<file path="src/rtl/count_sequencer_pkg.sv">
// Shared types and defaults for the count sequencer and its request FIFO.
package count_seq_pkg;

    localparam int DEF_WIDTH = 3;
    localparam int DEF_DEPTH = 4;

    // Sequencer FSM states; IDLE is the only non-busy state.
    typedef enum logic [2:0] {
        ST_IDLE   = 3'd0,
        ST_LOAD   = 3'd1,
        ST_SETTLE = 3'd2,
        ST_RUN    = 3'd3,
        ST_FINISH = 3'd4
    } state_e;

    // True for every state in which a run is in progress.
    function automatic logic state_is_busy(input state_e s);
        return (s != ST_IDLE);
    endfunction

endpackage

</file>
<file path="src/rtl/count_sequencer_fifo.sv">
// Small synchronous request FIFO with first-word-fall-through output and flush.
module seq_fifo
    import count_seq_pkg::*;
#(
    parameter int WIDTH = DEF_WIDTH,
    parameter int DEPTH = DEF_DEPTH
) (
    input  logic             clk,
    input  logic             reset_n,
    input  logic             push,
    input  logic             pop,
    input  logic             flush,
    input  logic [WIDTH-1:0] din,
    output logic [WIDTH-1:0] dout,
    output logic             full,
    output logic             empty
);

    localparam int AW = $clog2(DEPTH);
    localparam logic [AW:0] FULL_CNT = (AW+1)'(DEPTH);

    logic [WIDTH-1:0] mem_q [DEPTH];
    logic [AW-1:0]    wr_ptr_q;
    logic [AW-1:0]    rd_ptr_q;
    logic [AW:0]      count_q;
    logic             push_ok;
    logic             pop_ok;

    // Flush wins over both push and pop so a flushing cycle leaves the FIFO empty.
    assign push_ok = push && !full && !flush;
    assign pop_ok  = pop && !empty && !flush;

    assign full  = (count_q == FULL_CNT);
    assign empty = (count_q == '0);
    assign dout  = mem_q[rd_ptr_q];

    // Storage array; contents need no reset because count_q gates visibility.
    always_ff @(posedge clk) begin
        if (push_ok) begin
            mem_q[wr_ptr_q] <= din;
        end
    end

    // Pointer and occupancy bookkeeping; pointers wrap naturally (DEPTH is a power of two).
    always_ff @(posedge clk or negedge reset_n) begin
        if (!reset_n) begin
            wr_ptr_q <= '0;
            rd_ptr_q <= '0;
            count_q  <= '0;
        end else if (flush) begin
            wr_ptr_q <= '0;
            rd_ptr_q <= '0;
            count_q  <= '0;
        end else begin
            if (push_ok) begin
                wr_ptr_q <= wr_ptr_q + 1'b1;
            end
            if (pop_ok) begin
                rd_ptr_q <= rd_ptr_q + 1'b1;
            end
            case ({push_ok, pop_ok})
                2'b10:   count_q <= count_q + 1'b1;
                2'b01:   count_q <= count_q - 1'b1;
                default: count_q <= count_q;
            endcase
        end
    end

endmodule

</file>
<file path="src/rtl/count_sequencer.sv">
// Command-side controller: queues count values and drives one load/settle/run
// cycle on an attached down-counter per value, reporting each completed run.
module count_sequencer
    import count_seq_pkg::*;
#(
    parameter int WIDTH = DEF_WIDTH,
    parameter int DEPTH = DEF_DEPTH
) (
    input  logic             clk,
    input  logic             reset_n,
    input  logic             req_valid,
    output logic             req_ready,
    input  logic [WIDTH-1:0] req_value,
    input  logic             abort,
    output logic [WIDTH-1:0] cnt_count_to,
    output logic             cnt_load,
    output logic             cnt_count_en,
    input  logic             cnt_done,
    output logic             busy,
    output logic             run_done,
    output logic [7:0]       runs_completed
);

    state_e           state_q, state_d;
    logic             fifo_full;
    logic             fifo_empty;
    logic [WIDTH-1:0] fifo_dout;
    logic             fifo_push;
    logic             fifo_pop;

    logic [WIDTH-1:0] count_to_q;
    logic             load_q;
    logic             count_en_q;
    logic             run_done_q;
    logic [7:0]       runs_q;

    assign req_ready = !fifo_full && !abort;
    assign fifo_push = req_valid && req_ready;
    // The head leaves the FIFO on the edge that enters LOAD; abort already forces IDLE.
    assign fifo_pop  = (state_d == ST_LOAD);

    seq_fifo #(
        .WIDTH (WIDTH),
        .DEPTH (DEPTH)
    ) u_fifo (
        .clk     (clk),
        .reset_n (reset_n),
        .push    (fifo_push),
        .pop     (fifo_pop),
        .flush   (abort),
        .din     (req_value),
        .dout    (fifo_dout),
        .full    (fifo_full),
        .empty   (fifo_empty)
    );

    // FSM state register.
    always_ff @(posedge clk or negedge reset_n) begin
        if (!reset_n) begin
            state_q <= ST_IDLE;
        end else begin
            state_q <= state_d;
        end
    end

    // Next-state logic; abort overrides every transition.
    always_comb begin
        state_d = state_q;
        unique case (state_q)
            ST_IDLE:   if (!fifo_empty) state_d = ST_LOAD;
            ST_LOAD:   state_d = ST_SETTLE;
            ST_SETTLE: state_d = cnt_done ? ST_FINISH : ST_RUN;
            ST_RUN:    if (cnt_done) state_d = ST_FINISH;
            ST_FINISH: state_d = fifo_empty ? ST_IDLE : ST_LOAD;
            default:   state_d = ST_IDLE;
        endcase
        if (abort) begin
            state_d = ST_IDLE;
        end
    end

    // Registered counter strobes and completion reporting, decoded from the next state
    // so each strobe is aligned with the state it belongs to.
    always_ff @(posedge clk or negedge reset_n) begin
        if (!reset_n) begin
            count_to_q <= '0;
            load_q     <= 1'b0;
            count_en_q <= 1'b0;
            run_done_q <= 1'b0;
            runs_q     <= '0;
        end else begin
            load_q     <= (state_d == ST_LOAD);
            count_en_q <= (state_d == ST_RUN);
            run_done_q <= (state_d == ST_FINISH);
            if (fifo_pop) begin
                count_to_q <= fifo_dout;
            end
            if (state_d == ST_FINISH) begin
                runs_q <= runs_q + 8'd1;
            end
        end
    end

    assign cnt_count_to   = count_to_q;
    assign cnt_load       = load_q;
    assign cnt_count_en   = count_en_q;
    assign run_done       = run_done_q;
    assign runs_completed = runs_q;
    assign busy           = state_is_busy(state_q);

endmodule

</file>
<file path="config.mk">
export PLATFORM = sky130hd
export DESIGN_NAME = count_sequencer
export DESIGN_NICKNAME = d
export VERILOG_FILES = /design/src/rtl/count_sequencer_pkg.sv /design/src/rtl/count_sequencer_fifo.sv /design/src/rtl/count_sequencer.sv
export SDC_FILE = /design/constraint.sdc
export NUM_CORES = 1
export LEC_CHECK = 0
export CORE_ASPECT_RATIO = 0.6
export CORE_MARGIN = 2
export CORE_UTILIZATION = 50
export DETAILED_ROUTE_END_ITERATION = 10
export PLACE_DENSITY_LB_ADDON = 0.15
export SYNTH_ARGS = -nofsm -noshare
export SYNTH_HDL_FRONTEND = slang
export SYNTH_SLANG_ARGS = --single-unit
</file>
<file path="constraint.sdc">
create_clock -name clk -period 2.25 [get_ports clk]
set_input_delay 0.225 -clock clk [delete_from_list [all_inputs] [get_ports clk]]
set_output_delay 0.225 -clock clk [all_outputs]
set_load 0.05 [all_outputs]
</file>
Word-level counts from Yosys, hierarchy flattened
Memory sizes are Yosys's and may differ from the RTL's. A register that Yosys moved wholly into a read port is not among the register bits.
Cells that the tools add are included.

word-level totals
  register bits = 21
  ROM bits = 0
  word-level logic and storage cells = 54
  latch bits = 0
  input port bits = 8
  RAM bits = 12
  memories kept = 1

operators by class
  magnitude comparators = 0
  multiply operators = 0
  equal/unequal tests = 10
  shift operators = 0
  reduce and logical (&&, ||, !) cells = 16
  $add $sub $neg = 5
  muxes and demuxes = 14
  bitwise logic cells = 0
  div/mod/pow operators = 0

memory list
  name          depth  width  read ports  clocked after Yosys merged registers in  write ports  line                        text
  u_fifo.mem_q  4      3      1           1                                        1            count_sequencer_fifo.sv:22  logic [WIDTH-1:0] mem_q [DEPTH];

operators by type and width
  kind                                                                    number
  3-bit two-way mux                                                       5
  3-bit one-hot mux with 5 select lines                                   1
  3-bit by 2-bit equality test with 1-bit output (second input constant)  3
  3-bit equality test (second input constant)                             3
  8-bit by 1-bit adder with 8-bit output (second input constant)          1
  2-bit two-way mux                                                       4
  3-bit by 1-bit equality test with 1-bit output (second input constant)  2
  1-bit logical AND                                                       6
  3-bit logical NOT                                                       2
  3-bit one-hot mux with 2 select lines                                   1
  3-bit nonzero test                                                      2
  2-bit by 1-bit adder with 2-bit output (second input constant)          2
  1-bit logical NOT                                                       4
  2-bit nonzero test                                                      2
  3-bit by 1-bit adder with 3-bit output (second input constant)          1
  1-bit two-way mux                                                       3
  3-bit by 1-bit subtractor with 3-bit output (second input constant)     1
  2-bit by 1-bit equality test with 1-bit output (second input constant)  1
  2-bit equality test (second input constant)                             1

Longest topological paths before layout
Gate-level depths: netlist of run 1.

  word-level depth = 10
  gate-level depth with buffers = 10

By module
A second synthesis of run 1 with hierarchy kept.

unflattened totals
  cell total of the unflattened synthesis = 130
  area, all modules = 1,711.6 um^2

modules (own cells, without submodules)
  module           seq. area each (um^2)  times used  area an instance (um^2)  cells an instance
  seq_fifo         535.5                  1           1,003.5                  81
  count_sequencer  425.4                  1           708.2                    49

Least setup slack after synthesis of run 1
OpenSTA, ideal clock, no wires.

  kind = register -> register
  start = reg state_q[1]
  end = reg u_fifo.count_q[2]
  cell stages (with the launch flop) = 9
  clock period less this slack = 1,990 ps
  required time = 2,127 ps
  data arrival time = 1,866 ps
  setup slack = 260 ps
  buffers on the path = 1
  path through = dfrtp_1 or4_4 buf_6 nor2_1 fa_1 nand2_1 mux2_2 o22ai_1 a21oi_1

between the ends
  longest elaborated chain between the ends = 9
  elaborated cells between the ends (all ways) = 17
  those cells by class = 7 x eq/ne; 6 x mux; 4 x reduce/logical

RTL lines
  what                                                                                   line                        text
  from (decl)                                                                            count_sequencer.sv:24       state_e state_q, state_d;
  from (signal assigned)                                                                 count_sequencer.sv:62       state_q <= state_d;
  3-bit equality test (tied with other cells)                                            count_sequencer.sv:69       unique case (state_q)
  3-bit one-hot mux with 5 select lines *                                                count_sequencer.sv:69
  3-bit two-way mux *                                                                    count_sequencer.sv:77       if (abort) begin
  3-bit by 1-bit equality test with 1-bit output *                                       count_sequencer.sv:40       assign fifo_pop = (state_d == ST_LOAD);
  1-bit logical AND * (2 in a row)                                                       count_sequencer_fifo.sv:31  assign pop_ok = pop && !empty && !flush;
  2-bit by 1-bit equality test with 1-bit output or 2-bit equality test (tied branches)  count_sequencer_fifo.sv:61  case ({push_ok, pop_ok})
  3-bit one-hot mux with 2 select lines                                                  count_sequencer_fifo.sv:61
  3-bit two-way mux                                                                      count_sequencer_fifo.sv:50  end else if (flush) begin
  to (signal assigned)                                                                   count_sequencer_fifo.sv:62  2'b10: count_q <= count_q + 1'b1;
  to (signal assigned)                                                                   count_sequencer_fifo.sv:63  2'b01: count_q <= count_q - 1'b1;
  to (signal assigned)                                                                   count_sequencer_fifo.sv:64  default: count_q <= count_q;
  to (decl)                                                                              count_sequencer_fifo.sv:25  logic [AW:0] count_q;

Mark *: on every way between the ends. The rest lies on a longest branch, timed or not.
A chain may end at the register's enable or synchronous reset.

Worst setup path in the final report of run 1
  start = reg state_q[0]
  end = out busy

between the ends
  longest elaborated chain between the ends = 1

RTL lines
  what                line                       text
  3-bit nonzero test  count_sequencer_pkg.sv:18  return (s != ST_IDLE);
  to (decl)           count_sequencer.sv:19      output logic busy,

No other way between the ends.

==> impl_table.tex, run 1 <==
\begin{tabular}{lr}
\hline
Metric & Value \\
\hline
\multicolumn{2}{l}{\textbf{Worst setup path}} \\
\quad Source of the worst register-to-register timing path & u\_fifo.count\_q[1] \\
\quad CP Capture Type & output pin \\
\quad Number of cells on the worst reg-to-reg path & 8 \\
\quad Dominant delay contributor by cell family on the critical path & buffers and inverters \\
\quad Endpoint of the lowest-slack register-to-register path & u\_fifo.count\_q[2] \\
\quad Buffers plus inverters on the worst setup path & 1 \\
\quad Largest stage delay on the critical path & 0.71 ns \\
\quad Flop2flop setup slack & 0.22 ns \\
\quad Setup Crit Path Kind & reg2out \\
\quad Slowest library cell on the worst path & sky130\_fd\_sc\_hd\_\_clkdlybuf4s50\_1 \\
\quad Crit path max fanout & 5 \\
\quad Startpoint kind of the worst setup timing path & flop \\
\quad WP data arrival & 1.83 ns \\
\quad Cells along the critical path & or3\_1 -> clkdlybuf4s50\_1 \\
\quad Timing startpoint of the critical path & state\_q[0] \\
\quad Worst EP required & 2.03 ns \\
\multicolumn{2}{l}{\textbf{Synth}} \\
\quad Synthesized area divided by synthesized cell count & 14.1 sq um \\
\quad Sequential cell area fraction in the yosys report & 0.582 \\
\quad Netlist area before placement & 0.00165 sq mm \\
\quad Synthesis warning total & 0 \\
\quad XOR/XNOR Fraction of Synth Area & 0.0682 \\
\quad Post-synth ARST share & 0.667 \\
\quad Count of cell types in the netlist & 40 \\
\quad Number of enable flip-flop cells after synthesis & 12 \\
\quad Synthesized instance count & 117 \\
\quad Post-Synth Adder-Cell Area & 0.0500 \\
\quad Complex-gate fraction of the synthesized area & 0.0402 \\
\quad Most area-consuming cells after synthesis & sky130\_fd\_sc\_hd\_\_dfrtp\_1 (36\%), sky130\_fd\_sc\_hd\_\_edfxtp\_1 (22\%), sky130\_fd\_sc\_hd\_\_mux4\_2 (4.1\%), sky130\_fd\_sc\_hd\_\_ha\_1 (3.8\%), sky130\_fd\_sc\_hd\_\_xor2\_1 (3.7\%) \\
\quad Share of Yosys cell area claimed by the top area cell type & 0.364 \\
\quad Simple-gate share of the synthesized area & 0.138 \\
\quad Post-Synthesis Net Count & 131 \\
\quad Synth Flop Type & sky130\_fd\_sc\_hd\_\_dfrtp\_1 \\
\quad Portion of netlist area occupied by mux cells & 0.0947 \\
\quad Top cell type by total area after synthesis & sky130\_fd\_sc\_hd\_\_dfrtp\_1 \\
\quad Register bit total from synthesis & 36 \\
\quad Main combinational cell family by area after synthesis & simple AND/OR/NAND/NOR gates \\
\multicolumn{2}{l}{\textbf{Floorplan}} \\
\quad Overall die height & 48.5 um \\
\quad Horizontal die dimension & 78.2 um \\
\quad Initial Utilization & 0.516 \\
\quad Row cnt & 16 \\
\quad Die outline area & 0.00379 sq mm \\
\quad Total core area & 0.00320 sq mm \\
\quad I/O pin count & 24 \\
\multicolumn{2}{l}{\textbf{Global routing}} \\
\quad Global Route Usage Sum & 0.184 \\
\quad Pin count of the biggest net entering global routing & 25 \\
\quad Vias in the first global route & 1021 \\
\quad Aggregate global routing overflow & 0 \\
\quad First-pass GRT wire length & 5.10 mm \\
\quad Antenna violations before repair & 0 \\
\multicolumn{2}{l}{\textbf{Routing}} \\
\quad Iteration-0 DRC count of the detailed router & 34 \\
\quad Detailed-route via count & 1002 \\
\quad Post-detailed-route DRC marker count & 0 \\
\quad Number of detailed-route iterations in the first pass & 4 \\
\quad Post-DR wirelength/cell & 14.8 um \\
\quad Detailed-routing wirelength on met1 & 1.52 mm \\
\quad Total met3 wirelength after detailed routing & 120 um \\
\quad Vias per inst & 5.11 \\
\quad Post-detailed-route count of antenna-violating nets & 0 \\
\quad Detailed route wirelength on metal2 & 1.21 mm \\
\quad DRT Wirelength & 2.90 mm \\
\quad Highest layer used for signal routing & met4 \\
\multicolumn{2}{l}{\textbf{Clock network}} \\
\quad Root buffer cell & sky130\_fd\_sc\_hd\_\_clkbuf\_8 \\
\quad Latest clock arrival within the worst-skew pair & 0.29 ns \\
\quad Clock Tree Buf Depth & 2 \\
\quad \# Post-CTS Setup Buffers & 0 \\
\quad Deepest level of the CTS H-tree & 2 \\
\quad Number of buffers created by CTS & 5 \\
\quad CTS-repair resized insts & 0 \\
\quad CTS tree & done \\
\quad Number of sinks driven by the clock tree & 36 \\
\quad Hold buffers post-CTS & 0 \\
\quad Clock input transition at the sequential cells of the worst setup and hold paths & 0.07 ns \\
\multicolumn{2}{l}{\textbf{Placed design}} \\
\quad Count of buffers from port buffering & 23 \\
\quad GP Congestion & 0.747 \\
\quad Placement Setup Slack & -0.0375 ns \\
\quad Cell area reported after detailed placement & 0.00197 sq mm \\
\quad Post-detail-place hpwl & 2.14 mm \\
\multicolumn{2}{l}{\textbf{STA}} \\
\quad RSZ-0062 raised after global routing & false \\
\quad Max-slew violations & 0 \\
\quad Final critical-path setup slack & 0.194 ns \\
\quad Final period util & 0.914 \\
\quad Transition time of the tightest slew-check pin & 0.505 ns \\
\quad Layout Skew & 0.00291 ns \\
\quad Final critical delay including setup and external delays & 2.06 ns \\
\quad Number of failing hold endpoints at the final stage & 0 \\
\quad Slew margin rel. & 0.662 \\
\quad Number of failing setup endpoints in the final timing report & 0 \\
\quad Maximum operating frequency & 0.486 GHz \\
\multicolumn{2}{l}{\textbf{Hold path}} \\
\quad Worst hold-check path type & in2async \\
\multicolumn{2}{l}{\textbf{Pwr}} \\
\quad Leakage power summed over all cells & 0.875 nW \\
\quad Cell Pwr Density & 1260 mW/mm\^{}2 \\
\quad Maximum VDD drop & 0.658 mV \\
\multicolumn{2}{l}{\textbf{Flow run}} \\
\quad Max-cap check violation count & 0 \\
\multicolumn{2}{l}{\textbf{Cells and area}} \\
\quad Final-layout fill cell count & 243 \\
\quad Share of post-route cells with drive strength above 1 & 0.205 \\
\quad Antenna Cells & 0 \\
\quad Final std cell area, no fill & 0.00207 sq mm \\
\quad Net total in the final layout & 164 \\
\quad Area growth, synth to finish & 25.6\% \\
\multicolumn{2}{l}{\textbf{Outcome}} \\
\quad Run status & finished, final reports clean \\
\hline
\end{tabular}
-- layout make-up --
class	count	area, sq um	share of cell area
well taps	45	56.3	0.0271
inverters	3	11.3	0.00543
clock inverters	2	35.0	0.0169
flip-flops and latches	36	961	0.463
clock buffers	6	72.6	0.0350
repair buffers	30	293	0.141
multi-input cells	74	646	0.311
-- registers in the layout, indices dropped and copies added, names as in the netlist, 2 cells and up --
signal / cells
runs_completed: 8
u_fifo.rd_ptr_q: 2
cnt_count_to: 3
u_fifo.count_q: 3
u_fifo.mem_q: 12
state_q: 3
u_fifo.wr_ptr_q: 2
-- report_power, final --
part	switching (mW)	total, mW	leakage [nW]	internal [mW]
logic	0.615	1.11	0.392	0.496
clock network	0.224	0.552	0.0552	0.328
registers	0.141	0.954	0.428	0.813
total	0.979	2.62	0.875	1.64
-- through the flow --
step	std cells	TNS, ns	total power, mW	util	hold WS, ns
5_1_grt	196	0	2.78	0.648	0.330
2_1_floorplan	117	0	1.76	-	-0.0706
4_1_cts	196	0	2.64	0.648	0.307
3_5_place_dp	188	-0.0375	2.07	0.614	0.466
3_3_place_gp	188	0	2.04	0.614	0.456
6_report	196	0	2.62	0.648	0.298
-- per-layer routing --
metal,global-route usage,up-vias
met5,0,-
met1,0.264,494
li1,-,479
met3,0.0784,7
met4,0.0614,0
met2,0.253,22
-- cells by family after synthesis --
kind of cell	after synthesis
buffers and inverters	7
XOR/XNOR	12
AND/OR/NAND/NOR	37
multiplexers	10
flip-flops	36
AO/OA/AOI/OAI	9
adder cells (fa/ha/maj)	6
-- worst max path at each step --
stage	to	depth (start not counted)
global placement	u_fifo.count_q[2]	8
detailed placement	u_fifo.count_q[2]	8
floorplan	u_fifo.count_q[2]	8
finish	busy	2
CTS	busy	2
global route	u_fifo.count_q[2]	8
-- cells in the mapped netlist (3+ instances only) --
cell type and count:
sky130_fd_sc_hd__edfxtp_1 12, sky130_fd_sc_hd__a21oi_1 3, sky130_fd_sc_hd__nand2_1 4, sky130_fd_sc_hd__nand2b_1 3
sky130_fd_sc_hd__nor2_1 9, sky130_fd_sc_hd__and2_1 4, sky130_fd_sc_hd__dfrtp_1 24, sky130_fd_sc_hd__xnor2_1 4
sky130_fd_sc_hd__inv_1 3, sky130_fd_sc_hd__mux4_2 3, sky130_fd_sc_hd__mux2_4 3, sky130_fd_sc_hd__xor2_1 7
sky130_fd_sc_hd__ha_1 5
-- cell usage in the layout, fill, tap and decap left out, types with 2 or more instances in the layout --
cell                              count
sky130_fd_sc_hd__buf_4                7
sky130_fd_sc_hd__a21oi_1              3
sky130_fd_sc_hd__inv_1                3
sky130_fd_sc_hd__nand4_1              2
sky130_fd_sc_hd__clkbuf_8             5
sky130_fd_sc_hd__mux2_4               3
sky130_fd_sc_hd__xor2_1               7
sky130_fd_sc_hd__and2_1               4
sky130_fd_sc_hd__nor3_2               2
sky130_fd_sc_hd__clkdlybuf4s50_1     22
sky130_fd_sc_hd__xnor2_1              4
sky130_fd_sc_hd__nand2b_1             3
sky130_fd_sc_hd__nand2_1              4
sky130_fd_sc_hd__edfxtp_1            12
sky130_fd_sc_hd__nor3_1               2
sky130_fd_sc_hd__mux4_2               3
sky130_fd_sc_hd__ha_1                 5
sky130_fd_sc_hd__dfrtp_1             24
sky130_fd_sc_hd__mux2_2               2
sky130_fd_sc_hd__nand3_1              2
sky130_fd_sc_hd__nor2_1               9
Power figures use the tool's default switching activity.
==> run 2: changes to the inputs <==
clock period = 2 ns   (was 2.25 ns; I/O delays follow)
==> impl_table.tex, run 2 (synthesis results as in run 1) <==
\begin{tabular}{lr}
\hline
Metric & Value \\
\hline
\multicolumn{2}{l}{\textbf{Outcome}} \\
\quad Run status & finished, final reports clean \\
\multicolumn{2}{l}{\textbf{Global routing}} \\
\quad Global-route track usage on met1 & 0.264 \\
\quad Aggregate global routing overflow & 0 \\
\quad Global-route met3 utilization & 0.0728 \\
\quad Fraction of met2 tracks used by global routing & 0.256 \\
\quad Pin count of the biggest net entering global routing & 25 \\
\quad Busiest metal layer after global routing & met1 \\
\quad First-pass GRT wire length & 5.12 mm \\
\quad Global Route Usage Sum & 0.183 \\
\quad Vias in the first global route & 1050 \\
\quad Antenna violations before repair & 0 \\
\multicolumn{2}{l}{\textbf{Placed design}} \\
\quad Count of buffers from port buffering & 23 \\
\quad Cell area reported after detailed placement & 0.00199 sq mm \\
\quad GP Congestion & 0.743 \\
\quad Post-detail-place hpwl & 2.24 mm \\
\quad Post-Place Cells & 191 \\
\multicolumn{2}{l}{\textbf{Worst setup path}} \\
\quad Startpoint kind of the worst setup timing path & flop \\
\quad CP Capture Type & flop \\
\quad Source of the worst register-to-register timing path & u\_fifo.count\_q[0] \\
\quad Worst EP required & 2.17 ns \\
\quad Largest stage delay on the critical path & 0.44 ns \\
\quad Crit path max fanout & 5 \\
\quad Number of cells on the worst reg-to-reg path & 8 \\
\quad Cells along the critical path & nor3\_4 -> or4\_4 -> nor2\_4 -> fa\_2 -> nand2\_1 -> mux2\_2 -> o22ai\_2 -> a21oi\_1 \\
\quad Setup Crit Path Kind & reg2reg \\
\quad WP data arrival & 2.08 ns \\
\quad Endpoint of the lowest-slack register-to-register path & u\_fifo.count\_q[2] \\
\quad Flop2flop setup slack & 0.09 ns \\
\quad Slowest library cell on the worst path & sky130\_fd\_sc\_hd\_\_dfrtp\_2 \\
\multicolumn{2}{l}{\textbf{STA}} \\
\quad Final period util & 0.955 \\
\quad Slew margin rel. & 0.663 \\
\quad Worst Hold Margin & 0.282 ns \\
\quad Final critical delay including setup and external delays & 1.91 ns \\
\quad Transition time of the tightest slew-check pin & 0.504 ns \\
\quad Maximum operating frequency & 0.523 GHz \\
\quad Number of failing setup endpoints in the final timing report & 0 \\
\quad Number of failing hold endpoints at the final stage & 0 \\
\quad Max-slew violations & 0 \\
\quad Layout Skew & 0.00345 ns \\
\multicolumn{2}{l}{\textbf{Clock network}} \\
\quad CTS tree & done \\
\quad Clock Tree Buf Depth & 2 \\
\quad Root buffer cell & sky130\_fd\_sc\_hd\_\_clkbuf\_8 \\
\quad Deepest level of the CTS H-tree & 2 \\
\quad Number of buffers created by CTS & 5 \\
\quad Number of sinks driven by the clock tree & 36 \\
\quad Latest clock arrival within the worst-skew pair & 0.28 ns \\
\quad Clock input transition at the sequential cells of the worst setup and hold paths & 0.07 ns \\
\multicolumn{2}{l}{\textbf{Cells and area}} \\
\quad Area growth, synth to finish & 30.3\% \\
\quad Share of post-route cells with drive strength above 1 & 0.287 \\
\quad Most common library cell in the layout ignoring fill and taps & sky130\_fd\_sc\_hd\_\_dfrtp\_1 \\
\quad Number of standard cells in the final layout excluding fillers & 202 \\
\quad Final std cell area, no fill & 0.00215 sq mm \\
\quad Register name with the most flops & u\_fifo.mem\_q \\
\quad Net total in the final layout & 170 \\
\quad Number of flip-flops in the largest register & 12 \\
\quad Antenna Cells & 0 \\
\quad Utilization of the core after routing & 0.672 \\
\quad Commonest cells after routing, fill and taps aside & sky130\_fd\_sc\_hd\_\_dfrtp\_1 (22), sky130\_fd\_sc\_hd\_\_clkdlybuf4s50\_1 (20), sky130\_fd\_sc\_hd\_\_buf\_4 (14), sky130\_fd\_sc\_hd\_\_edfxtp\_1 (12) \\
\multicolumn{2}{l}{\textbf{Routing}} \\
\quad Vias per inst & 5.05 \\
\quad Post-DR wirelength/cell & 15.0 um \\
\quad Post-detailed-route DRC marker count & 0 \\
\quad Post-detailed-route count of antenna-violating nets & 0 \\
\quad Iteration-0 DRC count of the detailed router & 49 \\
\quad Number of detailed-route iterations in the first pass & 4 \\
\quad Detailed-route via count & 1020 \\
\quad DRT Wirelength & 3.04 mm \\
\multicolumn{2}{l}{\textbf{Floorplan}} \\
\quad Row cnt & 16 \\
\quad Initial Utilization & 0.516 \\
\quad I/O pin count & 24 \\
\quad Total core area & 0.00320 sq mm \\
\quad Overall die height & 48.5 um \\
\quad Horizontal die dimension & 78.2 um \\
\quad Die outline area & 0.00379 sq mm \\
\multicolumn{2}{l}{\textbf{Pwr}} \\
\quad Cell Pwr Density & 1420 mW/mm\^{}2 \\
\quad Leakage power summed over all cells & 0.920 nW \\
\quad Maximum VDD drop & 0.691 mV \\
\multicolumn{2}{l}{\textbf{Hold path}} \\
\quad Worst hold-check path type & in2async \\
\multicolumn{2}{l}{\textbf{Flow run}} \\
\quad Max-cap check violation count & 0 \\
\hline
\end{tabular}
-- run 2: how the worst max path moves through the flow --
stage                      startpoint                end  slack (ns)  cells past startpoint
floorplan                  state_q[1]  u_fifo.count_q[2]        0.01                      8
global placement                abort  u_fifo.count_q[2]       -0.17                      8
detailed placement              abort  u_fifo.count_q[2]       -0.24                      8
CTS                 u_fifo.count_q[1]  u_fifo.count_q[2]        0.02                      8
global route        u_fifo.count_q[1]  u_fifo.count_q[2]       -0.02                      8
finish              u_fifo.count_q[0]  u_fifo.count_q[2]        0.09                      8
-- run 2: timing repair --
item,CTS,global route
setup buffers,0,3
pin swaps,0,1
setup endpoints to repair,1,1
gates resized for setup,1,9
hold buffers,0,0
hold endpoints to repair,0,0
-- run 2: metal layers --
metal | routed length (um) | vias up
li1 | - | 495
met1 | 1480 | 494
met2 | 1370 | 29
met3 | 177 | 2
met4 | 13 | 0
met5 | 0 | -
-- run 2: critical path: cells and delay by family (launching register included) --
family | cells | cell delay (ns)
muxes | 1 | 0.26
DFF | 1 | 0.44
AOI/OAI and AO/OA | 2 | 0.16
adders and majority gates | 1 | 0.24
and+or+nand+nor | 4 | 0.71
-- run 2: report_power, final --
group          internal, mW  total (mW)  switching [mW]
combinational         0.628        1.37           0.741
sequential            0.919        1.08           0.156
clock                 0.370       0.617           0.247
-- run 2: per-stage QoR --
stage	setup slack [ns]	TNS [ns]	total power, mW
6_report	0.0892	0	3.06
5_1_grt	-0.0193	-0.0193	3.23
4_1_cts	0.0170	0	2.99
3_5_place_dp	-0.241	-0.364	2.35
3_3_place_gp	-0.174	-0.252	2.31
2_1_floorplan	0.0105	0	1.98
-- run 2: final cells by class --
type / count / area [sq um]
Fill cell: 225 / 1050
Sequential cell: 36 / 963
Multi-Input combinational cell: 74 / 676
Timing Repair Buffer: 36 / 338
Clock buffer: 6 / 72.6
Tap cell: 45 / 56.3
Clock inverter: 2 / 35.0
Inverter: 3 / 11.3
